==> src/rtl/writeback_stage.sv <==
// Final pipeline stage: merges in-order memory-stage results with buffered
// long-latency results into the registered register-file write port.
module writeback_stage #(
    parameter int unsigned LU_FIFO_DEPTH = 2,
    parameter int unsigned STARVE_LIMIT  = 8
) (
    input  logic        clk,
    input  logic        reset_n,
    input  logic        wb_valid,
    input  logic        wb_reg_write,
    input  logic        wb_mem_to_reg,
    input  logic [2:0]  wb_funct3,
    input  logic [4:0]  wb_rd_id,
    input  logic [31:0] wb_alu_result,
    input  logic [31:0] wb_mem_data,
    input  logic        lu_valid,
    output logic        lu_ready,
    input  logic [4:0]  lu_rd_id,
    input  logic [31:0] lu_data,
    output logic        write_en,
    output logic [4:0]  write_id,
    output logic [31:0] write_data,
    output logic [31:0] pending_rd_mask,
    output logic        stall_pipe
);

    localparam int unsigned PTR_W = $clog2(LU_FIFO_DEPTH);
    localparam int unsigned CNT_W = $clog2(STARVE_LIMIT + 1);

    logic [4:0]               fifo_rd   [LU_FIFO_DEPTH];
    logic [31:0]              fifo_data [LU_FIFO_DEPTH];
    logic [LU_FIFO_DEPTH-1:0] fifo_vld;
    logic [PTR_W-1:0]         rd_ptr;
    logic [PTR_W-1:0]         wr_ptr;
    logic [CNT_W-1:0]         starve_cnt;

    logic        fifo_full;
    logic        fifo_empty;
    logic        pipe_req;
    logic        push;
    logic        pop;
    logic [7:0]  ld_byte;
    logic [15:0] ld_half;
    logic [31:0] ld_value;
    logic [31:0] wb_result;

    // Ring of per-entry valid bits: the slot under each pointer tells full/empty
    assign fifo_full  = fifo_vld[wr_ptr];
    assign fifo_empty = ~fifo_vld[rd_ptr];

    assign lu_ready   = reset_n & ~fifo_full;
    assign stall_pipe = (starve_cnt == CNT_W'(STARVE_LIMIT));
    assign pipe_req   = wb_valid & wb_reg_write & (wb_rd_id != 5'd0) & ~stall_pipe;
    assign push       = lu_valid & lu_ready & (lu_rd_id != 5'd0);
    assign pop        = ~fifo_empty & ~pipe_req;

    always_comb begin
        ld_byte = 8'h00;
        case (wb_alu_result[1:0])
            2'd0: ld_byte = wb_mem_data[7:0];
            2'd1: ld_byte = wb_mem_data[15:8];
            2'd2: ld_byte = wb_mem_data[23:16];
            2'd3: ld_byte = wb_mem_data[31:24];
            default: ld_byte = 8'h00;
        endcase
        ld_half = wb_alu_result[1] ? wb_mem_data[31:16] : wb_mem_data[15:0];

        case (wb_funct3)
            3'b000:  ld_value = {{24{ld_byte[7]}}, ld_byte};
            3'b001:  ld_value = {{16{ld_half[15]}}, ld_half};
            3'b100:  ld_value = {24'h000000, ld_byte};
            3'b101:  ld_value = {16'h0000, ld_half};
            default: ld_value = wb_mem_data;
        endcase
        wb_result = wb_mem_to_reg ? ld_value : wb_alu_result;
    end

    always_comb begin
        pending_rd_mask = '0;
        for (int unsigned i = 0; i < LU_FIFO_DEPTH; i++) begin
            if (fifo_vld[PTR_W'(i)]) begin
                pending_rd_mask[fifo_rd[PTR_W'(i)]] = 1'b1;
            end
        end
    end

    always_ff @(posedge clk) begin
        if (push) begin
            fifo_rd[wr_ptr]   <= lu_rd_id;
            fifo_data[wr_ptr] <= lu_data;
        end
    end

    always_ff @(posedge clk or negedge reset_n) begin
        if (!reset_n) begin
            fifo_vld   <= '0;
            rd_ptr     <= '0;
            wr_ptr     <= '0;
            starve_cnt <= '0;
        end else begin
            if (push) begin
                fifo_vld[wr_ptr] <= 1'b1;
                wr_ptr           <= wr_ptr + PTR_W'(1);
            end
            if (pop) begin
                fifo_vld[rd_ptr] <= 1'b0;
                rd_ptr           <= rd_ptr + PTR_W'(1);
            end
            if (fifo_empty || pop) begin
                starve_cnt <= '0;
            end else begin
                starve_cnt <= starve_cnt + CNT_W'(1);
            end
        end
    end

    always_ff @(posedge clk or negedge reset_n) begin
        if (!reset_n) begin
            write_en   <= 1'b0;
            write_id   <= '0;
            write_data <= '0;
        end else if (pipe_req) begin
            write_en   <= 1'b1;
            write_id   <= wb_rd_id;
            write_data <= wb_result;
        end else if (pop) begin
            write_en   <= 1'b1;
            write_id   <= fifo_rd[rd_ptr];
            write_data <= fifo_data[rd_ptr];
        end else begin
            write_en   <= 1'b0;
        end
    end

endmodule

==> config.mk <==
export PLATFORM = sky130hd
export DESIGN_NAME = writeback_stage
export DESIGN_NICKNAME = d
export VERILOG_FILES = /design/src/rtl/writeback_stage.sv
export SDC_FILE = /design/constraint.sdc
export NUM_CORES = 1
export LEC_CHECK = 0
export BUFFER_PORTS_ARGS = -buffer_cell sky130_fd_sc_hd__clkbuf_2
export CORE_AREA = 2 2 94 133
export CTS_BUF_LIST = sky130_fd_sc_hd__clkbuf_16
export DETAILED_ROUTE_END_ITERATION = 6
export DIE_AREA = 0 0 96 135
export PLACE_DENSITY = 0.88
export SETUP_SLACK_MARGIN = 0.15
export SYNTH_ARGS = -nofsm -noshare
export SYNTH_HDL_FRONTEND = slang
export SYNTH_SLANG_ARGS = --single-unit
==> constraint.sdc <==
create_clock -name clk -period 7.4 [get_ports clk]
set_input_delay 2.22 -clock clk [delete_from_list [all_inputs] [get_ports clk]]
set_output_delay 2.22 -clock clk [all_outputs]
set_load 0.005 [all_outputs]
==> metrics.yaml <==
global_route:
  met3_usage: 0.0597
  grt_max_degree: 48
  gr-usage-met2: 0.471
  met1_usage: 0.332
  grt_pass1_vias: 5367
  grt_antenna_before_repair: 0
  grt_use_total: 0.278
  gr-max-usage-layer: "met2"
  grt_pass1_wl_um: 27400
  grt-ovfl-total: 0
cts:
  clock_sinks: 120
  clkSlewWorstSetupHoldPaths_ns: 0.05
  postCtsHoldBufs: 0
  clock_latency_ns: 0.41
  cts_root_buf: "clkbuf_16"
  cts_resized: 0
  htree_levels: 4
  postCtsSetupBuffers: 0
  cts_buffer_depth: 2
  cts_buffers: 17
  tritoncts: "yes"
worst_setup_path:
  slowest_stage: "and2_1"
  end_kind: "output pin"
  cp_max_fo: 2
  crit_path_max_incr_delay_ns: 0.18
  worstSetupPathType: "primary input to output pin"
  crit_chain: "clkbuf_2 > and2_1 > clkbuf_2"
  cp.arrival_ns: 2.67
  cpMostUsedCell: "clkbuf_2"
  critPathLaunchType: "primary input"
  r2r_cells: 3
  worstPathRequired_ns: 5.18
synthesis:
  netlist_area_um2: 6340
  yosysTopAreaCell: "edfxtp_1"
  synth_area_leaders: "edfxtp_1 35%, dfrtp_1 18%, mux2i_1 5.5%"
  ys_seq_area_frac: 0.532
  synth_top_area_frac: 0.350
  yosysWarnings: 0
  synth_nets: 684
  synthArstFlopShare: 0.383
  syn_avg_cell_area_um2: 11.2
  ys_ff_latch: 120
  synth-edff-count: 74
  synth-main-ff-cell: "edfxtp_1"
  ys_top_cells_by_count: "74 x edfxtp_1, 57 x nand2_1, 49 x o22ai_1, 46 x dfrtp_1, 39 x o21ai_0"
  syn_inst: 567
  yosysMostFrequentCell: "edfxtp_1"
  synth.distinct_cells: 53
route:
  wl_per_cell_um: 20.4
  via_count: 5586
  viasPerCell: 6.30
  dr.pass1.iters: 5
  drtIter0Drc: 408
  drc: 0
  antenna_left: 0
  wirelength_um: 18100
sta:
  slew_headroom: 0.109
  skew_ns: 0.00715
  rsz0062_at_grt: "false"
  finalWorstSetupSlack_ns: 2.51
  setup_viol: 0
  period_needed_ns: 4.89
  slew_violations: 0
  fin_setup_tns_ns: 0
  timing.hold.ws_ns: 0.507
  final.period_utilization: 0.661
  final_hold_viol_count: 0
  tightest_slew_ns: 1.34
  max_freq_mhz: 204
floorplan:
  io_pins: 187
  die_area_um2: 13000
  dieWidth_um: 96
  core_area_um2: 11700
  fp-row-count: 47
  die_y_um: 135
  initial_utilization: 0.542
finish:
  finalCoreUtilization: 0.675
  num_antenna_cells: 0
  stdcell_area_um2: 7900
  layout.nets: 844
  fin_cells: 887
  drive_above_1_share: 0.354
  syn_to_final_growth_pct: 24.6
placed_design:
  portBuffers: 186
  dpl_cell_area_um2: 7310
  place_inst: 855
  hpwl_um: 12800
  pre_cts_ws_ns: 2.51
  place.gp.congestion: 0.921
worst_hold_path:
  holdPathStages: 1
  hold_path_class: "register to register"
pwr:
  ir_worst_vdd_mv: 0.219
  p_leak_nw: 3.26
  p_per_area_nw_per_um2: 341
  finalPower_mw: 2.69
job:
  max_cap_violations: 0
status:
  outcome: "completed"
-- path summary, 6_finish.rpt --
path / start / endpoint / slack [ns]
worst max-delay path: reset_n / lu_ready / 2.51
worst min-delay path: starve_cnt[0]$_DFF_PN0_ / starve_cnt[0]$_DFF_PN0_ / 0.51
worst max register to register: fifo_vld[0]$_DFF_PN0_ / fifo_data[1][5]$_DFFE_PP_ / 4.54
worst min register to register: starve_cnt[0]$_DFF_PN0_ / starve_cnt[0]$_DFF_PN0_ / 0.51
max in group asynchronous: reset_n / write_data[16]$_DFFE_PN0P_ / 4.96
min in group asynchronous: reset_n / write_data[18]$_DFFE_PN0P_ / 2.02
-- layer usage --
| metal | vias to the layer above | wire length (um) |
|---|---|---|
| li1 | 2541 | - |
| met2 | 299 | 9180 |
| met1 | 2686 | 6850 |
| met5 | - | 0 |
| met4 | 0 | 750 |
| met3 | 60 | 1290 |
-- flip-flops by register name (all words and copies together) (netlist names), 2 cells and up --
signal,cells
fifo_data,64
fifo_rd,10
fifo_vld,2
starve_cnt,4
write_data,32
write_id,5
-- where the power goes --
part	switching, mW	total (mW)	internal, mW	leakage [nW]
combinational	0.418	0.808	0.390	1.72
clock	0.280	0.832	0.552	0.302
sequential	0.159	1.05	0.893	1.23
total	0.857	2.69	1.83	3.26
-- layout by cell type, fill, tap and decap left out, drive strengths merged, types with 3 or more instances in the layout --
cell,count
and2,4
nor3,3
a21oi,35
nand3b,11
buf,5
or3b,7
bufinv,4
clkbuf,203
o21a,6
o22ai,49
dfrtp,46
nand2,57
inv,11
nor2b,3
mux2,16
o21ai,39
a22o,19
or2,3
mux2i,35
nand3,5
edfxtp,74
a221oi,23
nor2,13
clkinv,7
nor3b,7
a22oi,9
a211oi,17
-- area by class of cell --
cell class                      instances  area (um^2)
Clock buffer                           17          425
Fill cell                             855         3800
Clock inverter                         15          170
Timing Repair Buffer                  191          968
Tap cell                              147          184
Inverter                                8         30.0
Multi-Input combinational cell        389         2750
Sequential cell                       120         3370
-- critical path: cells and delay by family --
family / cells / cell delay, ns
AND/OR/NAND/NOR: 1 / 0.18
buffers and inverters: 2 / 0.27
-- kinds of logic after synthesis --
| kind of cell | count (synthesis) | synth area share |
|---|---|---|
| AO/OA/AOI/OAI | 209 | 0.234 |
| buffers and inverters | 58 | 0.0377 |
| multiplexers | 52 | 0.0872 |
| flip-flops | 120 | 0.532 |
| adder cells (fa/ha/maj) | 2 | 0.00394 |
| XOR/XNOR | 3 | 0.00414 |
| AND/OR/NAND/NOR | 123 | 0.101 |
No activity file was read; power rests on OpenSTA's default activity.
